## config.mk

```make
export PLATFORM = sky130hd
export DESIGN_NAME = y86_seq_ctrl
export DESIGN_NICKNAME = d
export VERILOG_FILES = /design/src/rtl/y86_seq_ctrl.sv
export SDC_FILE = /design/constraint.sdc
export NUM_CORES = 1
export LEC_CHECK = 0
export CAP_MARGIN = 25
export CORE_MARGIN = 4
export CORE_UTILIZATION = 35
export DETAILED_ROUTE_END_ITERATION = 10
export PLACE_DENSITY = 0.64
export SLEW_MARGIN = 20
export SYNTH_ARGS = -nofsm -noshare
export SYNTH_HDL_FRONTEND = slang
export SYNTH_SLANG_ARGS = --single-unit
export TNS_END_PERCENT = 30
```

## constraint.sdc

```tcl
create_clock -name clk -period 1.9 [get_ports clk]
set_input_delay 0.38 -clock clk [delete_from_list [all_inputs] [get_ports clk]]
set_output_delay 0.38 -clock clk [all_outputs]
set_load 0.02 [all_outputs]
```

## src/rtl/y86_seq_ctrl.sv

```systemverilog
// Y86 SEQ multi-cycle sequencer: walks each instruction through its stages,
// owns the PC, the status code and the retire/cycle counters.
module y86_seq_ctrl #(
  parameter int ADDR_W     = 64,
  parameter int IMEM_BYTES = 1024,
  parameter logic [ADDR_W-1:0] RESET_PC = '0,
  parameter int CNT_W      = 32
) (
  input  logic              clk,
  input  logic              rst,
  input  logic              start,
  input  logic              step_mode,
  input  logic [ADDR_W-1:0] nextPC,
  input  logic              imem_error,
  input  logic              instr_valid,
  input  logic              hlt,
  input  logic              mem_ready,
  input  logic              dmem_error,
  output logic [ADDR_W-1:0] PC,
  output logic              fetch_en,
  output logic              decode_en,
  output logic              exec_en,
  output logic              mem_en,
  output logic              wb_en,
  output logic              pc_en,
  output logic [2:0]        stat,
  output logic              running,
  output logic              done,
  output logic [CNT_W-1:0]  instr_count,
  output logic [CNT_W-1:0]  cycle_count
);

  typedef enum logic [2:0] {
    S_IDLE,
    S_FETCH,
    S_DECODE,
    S_EXEC,
    S_MEM,
    S_WB,
    S_PCUPD,
    S_STOP
  } state_t;

  localparam logic [2:0] ST_AOK = 3'd1;
  localparam logic [2:0] ST_HLT = 3'd2;
  localparam logic [2:0] ST_ADR = 3'd3;
  localparam logic [2:0] ST_INS = 3'd4;

  localparam logic [ADDR_W-1:0] IMEM_LIM =
    ADDR_W'(IMEM_BYTES);

  state_t            state_q, state_d;
  logic [ADDR_W-1:0] pc_q, pc_d;
  logic [2:0]        stat_q, stat_d;
  logic [CNT_W-1:0]  icnt_q, icnt_d;
  logic [CNT_W-1:0]  ccnt_q, ccnt_d;
  logic              retire;
  logic              run;

  assign run = (state_q != S_IDLE) &&
               (state_q != S_STOP);

  always_comb begin
    state_d = state_q;
    pc_d    = pc_q;
    stat_d  = stat_q;
    retire  = 1'b0;
    unique case (state_q)
      S_IDLE: begin
        if (start) state_d = S_FETCH;
      end
      S_FETCH: begin
        if ((pc_q >= IMEM_LIM) || imem_error) begin
          state_d = S_STOP;
          stat_d  = ST_ADR;
        end else if (!instr_valid) begin
          state_d = S_STOP;
          stat_d  = ST_INS;
        end else if (hlt) begin
          state_d = S_STOP;
          stat_d  = ST_HLT;
          retire  = 1'b1;
        end else begin
          state_d = S_DECODE;
        end
      end
      S_DECODE: state_d = S_EXEC;
      S_EXEC:   state_d = S_MEM;
      S_MEM: begin
        if (mem_ready) begin
          if (dmem_error) begin
            state_d = S_STOP;
            stat_d  = ST_ADR;
          end else begin
            state_d = S_WB;
          end
        end
      end
      S_WB: state_d = S_PCUPD;
      S_PCUPD: begin
        pc_d    = nextPC;
        retire  = 1'b1;
        state_d = step_mode ? S_IDLE : S_FETCH;
      end
      S_STOP: state_d = S_STOP;
      default: state_d = S_IDLE;
    endcase
  end

  // Counters stick at all-ones instead of wrapping.
  always_comb begin
    icnt_d = icnt_q;
    ccnt_d = ccnt_q;
    if (retire && (icnt_q != '1))
      icnt_d = icnt_q + CNT_W'(1);
    if (run && (ccnt_q != '1))
      ccnt_d = ccnt_q + CNT_W'(1);
  end

  always_ff @(posedge clk) begin
    if (rst) begin
      state_q <= S_IDLE;
      pc_q    <= RESET_PC;
      stat_q  <= ST_AOK;
      icnt_q  <= '0;
      ccnt_q  <= '0;
    end else begin
      state_q <= state_d;
      pc_q    <= pc_d;
      stat_q  <= stat_d;
      icnt_q  <= icnt_d;
      ccnt_q  <= ccnt_d;
    end
  end

  assign PC          = pc_q;
  assign stat        = stat_q;
  assign running     = run;
  assign done        = (state_q == S_STOP);
  assign instr_count = icnt_q;
  assign cycle_count = ccnt_q;
  assign fetch_en    = (state_q == S_FETCH);
  assign decode_en   = (state_q == S_DECODE);
  assign exec_en     = (state_q == S_EXEC);
  assign mem_en      = (state_q == S_MEM);
  assign wb_en       = (state_q == S_WB);
  assign pc_en       = (state_q == S_PCUPD);

endmodule
```

## Yosys cells after proc, flatten, opt, wreduce, memory -nomap -nowiden

Index checks and enable logic that the tools add are counted.

- Output and inout port bits: 139
- Bits of input ports: 73
- Bits in registers: 134

- $add $sub $neg: 2
- $lt $le $gt $ge: 1
- Equality and inequality tests: 14
- Reductions and logical operators: 9
- Multiplexer cells: 18

Operators with widths:

| operator | count |
|---|---|
| $add A32 B1 Y32 const B | 2 |
| $ge A64 B11 Y1 const B | 1 |
| $ne A32 B32 Y1 const B | 2 |
| $mux W3 | 10 |
| $pmux W3 S8 | 1 |
| $eq A3 B3 Y1 const B | 4 |
| $eq A3 B2 Y1 const B | 2 |
| $ne A2 B2 Y1 const B | 3 |
| $pmux W3 S2 | 1 |
| $mux W1 | 4 |
| $ne A4 B3 Y1 const B | 1 |
| $reduce_and A4 Y1 | 1 |
| $eq A3 B1 Y1 const B | 1 |
| $logic_and A1 B1 Y1 | 3 |
| $logic_not A3 Y1 | 1 |
| $ne A3 B3 Y1 const B | 1 |
| $reduce_bool A3 Y1 | 1 |
| $mux W2 | 1 |
| $pmux W1 S2 | 1 |
| $reduce_and A2 Y1 | 1 |
| $reduce_bool A2 Y1 | 1 |
| $logic_or A1 B1 Y1 | 1 |

## Logic depth before layout (Yosys ltp)

- Word-level depth: 5
- Gate-level depth with buffers: 9
- Depth with buffers taken out: 7

## Worst setup path before layout

Ideal clock, no wire load.

- Kind: reg2reg
- From: register state_q[0]
- To: register icnt_q[29], in the netlist instr_count[29]
- Data required time: 1777 ps
- Clock period less this slack: 2215 ps
- Slack: -315 ps
- Stages on the path, launching flop included: 8
- Buffers on the path: 1
- Data arrival time: 2091 ps
- Path through: dfxtp_1 -> nor3b_2 -> nand4_2 -> nor4_4 -> o21ai_2 -> buf_2 -> nor4_1 -> mux2_1

- Word-level cells in the longest chain between the ends: 3
- Elaborated cells on any way between the ends: 4
- Those cells by class: 2 x eq/ne; 1 x mux; 1 x reduce/logical

RTL lines:

| element | line | text |
|---|---|---|
| start: declaration | 52 | `state_t state_q, state_d;` |
| start signal: assignment | 128 | `state_q <= state_d;` |
| $eq A3 B1 Y1 | - |  |
| via fetch_en | 20 | `output logic fetch_en,` |
| $pmux W1 S2 | 68 | `unique case (state_q)` |
| $logic_and A1 B1 Y1 | 114 | `if (retire && (icnt_q != '1))` |
| end signal: assignment | 131 | `icnt_q <= icnt_d;` |
| end: declaration | 55 | `logic [CNT_W-1:0] icnt_q, icnt_d;` |

The timed path passes the listed nets, and every way through them passes these cells.
A chain may end at the register's enable or synchronous reset.

## Final worst setup path

- From: register pc_q[21], in the netlist PC[21]
- To: register icnt_q[25], in the netlist instr_count[25]

- Word-level cells in the longest chain between the ends: 5

RTL lines:

| element | line | text |
|---|---|---|
| start: declaration | 53 | `logic [ADDR_W-1:0] pc_q, pc_d;` |
| start signal: assignment | 129 | `pc_q <= pc_d;` |
| $ge A64 B11 Y1 | 73 | `if ((pc_q >= IMEM_LIM) \|\| imem_error) begin` |
| $logic_or A1 B1 Y1 | 73 |  |
| $mux W1 | 73 |  |
| $pmux W1 S2 | 68 |  |
| $logic_and A1 B1 Y1 | 114 |  |

No other way between the ends.

==> flow_summary.json <==
{
  "area_growth_pct": 84.8,
  "synth_ff_type": "dfxtp_1",
  "dp_cells": 1299,
  "preCtsSetupSlack_ps": -857,
  "path_type_of_the_worst_min_delay_path": "input pin to flop",
  "cts.root.buffer_cell": "clkbuf_16",
  "grt_start_max_net_pins": 65,
  "grt_pass1_wl_um": 31700,
  "htreeDepth": 4,
  "setup_violations": 55,
  "max_cap_violations": 0,
  "layout_commonest_cell": "buf_4",
  "clock_pin_slew_on_the_worst_setup_and_hold_paths_ps": 60,
  "route.detailed.wl_per_inst_um": 15.8,
  "design_area_um2": 10800,
  "mappedNetlistArea_um2": 5850,
  "criticalPathCategory": "flop to flop",
  "groute.usage.overall_pct": 21.1,
  "max_freq_ghz": 0.441,
  "slowest_delay_ps": 340,
  "rsz0062_at_grt": "yes",
  "holdBufCountCts": 0,
  "average_instance_area_after_synthesis_um2": 7.88,
  "tritoncts": "yes",
  "synth-seq-area-share_pct": 45.9,
  "grt_pass1_vias": 6441,
  "final_antenna_net_count": 0,
  "synth-adder-area-share_pct": 0.428,
  "stdcell_count": 1348,
  "maxSlewHeadroom_pct": 54.1,
  "maxSlewViolCount": 0,
  "synthesis.yosys.warnings": 0,
  "synth-xor-area-share_pct": 3.60,
  "netlist-cell-type-count": 45,
  "p_per_area_nw_per_um2": 776,
  "number_of_enable_flip_flop_cells_after_synthesis": 0,
  "post_synthesis_register_bit_count": 134,
  "synth_compound_gate_area_share_pct": 14.0,
  "via_per_inst": 5.03,
  "cp_max_fo": 9,
  "total_leakage_power_uw": 0.00511,
  "power.ir.vdd_worst_uv": 607,
  "insertion_delay_ps": 420,
  "chipHeight_um": 137,
  "period_needed_ps": 2270,
  "synth.net_count": 817,
  "outcome": "finished, violations left",
  "antenna_violations_before_repair": 0,
  "place.detailed.hpwl_um": 14500,
  "rrSetupSlack_ps": -370,
  "drt_first_pass_iters": 5,
  "hold_viol": 0,
  "fin_nets": 1194,
  "synth_simple_gate_area_share_pct": 31.3,
  "skew_final_ps": 6.72,
  "synth_top_family_by_area": "simple AND/OR/NAND/NOR gates",
  "worstPathArrival_ps": 2570,
  "rows": 46,
  "critical_path.startpoint_type": "flop",
  "first_iter_violations": 346,
  "clockBufferDepth": 2,
  "place.port_buffers": 211,
  "global_route.overflow_total": 0,
  "worstMarginPinSlew_ps": 688,
  "fin_ws_ps": -366,
  "critical_path.cell_chain": "nor4_4 > nand4_1 > buf_4 > nor4_4 > buf_6 > buf_12 > o21ai_4 > buf_6 > o31ai_2 > a21oi_1",
  "dieWidth_um": 137,
  "place_area_um2": 9460,
  "cts_made_buffers": 17,
  "utilization_pct": 67.1,
  "tns_ps": -11240,
  "floorplan.initialDensity_pct": 36.3,
  "cts.sinks": 134,
  "floorplan.die_area_um2": 18800,
  "weighted_congestion_reported_at_the_end_of_routability_driven_placement": 0.842,
  "synth_async_sr_flop_share_pct": 0,
  "total_via_count_in_the_routed_design": 6784,
  "synth.mux.area_fraction_pct": 0.706,
  "timing.critical_path.required_ps": 2200,
  "drive_above_1_share_pct": 29.8,
  "detail_route.drc_violations": 0,
  "wl_um": 21200,
  "num_antenna_cells": 0,
  "fp.coreArea_um2": 16100,
  "violations_in_the_final_reports": "setup timing",
  "layout_worst_path_cycle_share_pct": 119,
  "netlist_instances": 742,
  "layout_common_cells": "174 x buf_4, 158 x nand2_1, 114 x clkdlybuf4s50_1",
  "io_pins": 212,
  "slowest_stage": "dfxtp_2",
  "end_kind": "flop"
}
==> Yosys cell counts (17+ instances only) <==
master    number  share of area [%]
a21oi_1      106                9.1
nor2_1        45                2.9
nand3_1       25                2.1
nor3_1        17                1.5
dfxtp_1      134                 46
nor4_1        23                2.5
nand4_1       21                2.2
clkbuf_1      33                2.1
o21ai_0       28                2.4
xnor2_1       21                3.1
or3_1         26                2.8
nand2_1      160                 10
==> state kept, by name, summed over array words and instances (netlist names) <==
| signal | count |
|---|---|
| instr_count | 32 |
| stat | 3 |
| cycle_count | 32 |
| state_q | 3 |
| PC | 64 |
==> cell type report <==
class	count	area [µm²]
multi-input combinational	553	3370
tap	216	270
clock inverter	13	194
sequential	134	2740
clock buffer	19	464
inverter	13	53.8
timing repair buffer	400	3710
fill	1317	5310
==> cell families after synthesis <==
family	after synthesis
muxes	4
xor gates and xnor gates	24
and+or+nand+nor	367
buffers and inverters	58
adders and majority gates	2
DFF	134
AOI/OAI and AO/OA	153
==> layer usage <==
layer | track usage (%) | wire (µm) | up-vias
met5 | 0 | 0 | -
met4 | 7.59 | 423 | 0
met3 | 5.44 | 1110 | 30
met2 | 35.4 | 10600 | 183
met1 | 26.1 | 9080 | 3188
li1 | - | - | 3383
==> what timing repair did <==
item | 4_1_cts | 5_1_grt
endpoints found under the setup margin | 91 | 131
endpoints found under the hold margin | 0 | 0
pin swaps | 25 | 37
buffers inserted | 4 | 9
gates resized for setup | 106 | 124
gates cloned | 2 | 4
==> report_power, final <==
part | internal, µW | total, µW | switching (µW)
sequential | 2920 | 3000 | 82.2
clock | 2320 | 3630 | 1310
combinational | 883 | 1760 | 874
==> worst paths after layout <==
kind                              from         endpoint  depth (start not counted)
worst max-delay path            PC[21]  instr_count[25]                         10
worst min-delay path               rst  cycle_count[24]                          2
worst max register to register  PC[21]  instr_count[25]                         10
worst min register to register   PC[3]            PC[3]                          2
==> worst max-delay path, delay by kind of cell, from the launching register on <==
family | cells | cell delay (ps)
compound gates | 3 | 460
buf+inv | 4 | 650
flops | 1 | 340
simple gates | 3 | 700
==> per-stage QoR <==
stage	hold slack [ps]	total power, µW
global placement	441	4670
global route	375	8730
finish	370	8380
CTS	350	8380
detailed placement	450	4680
floorplan	516	3790
Note: power is estimated with default switching activity, not from simulation.
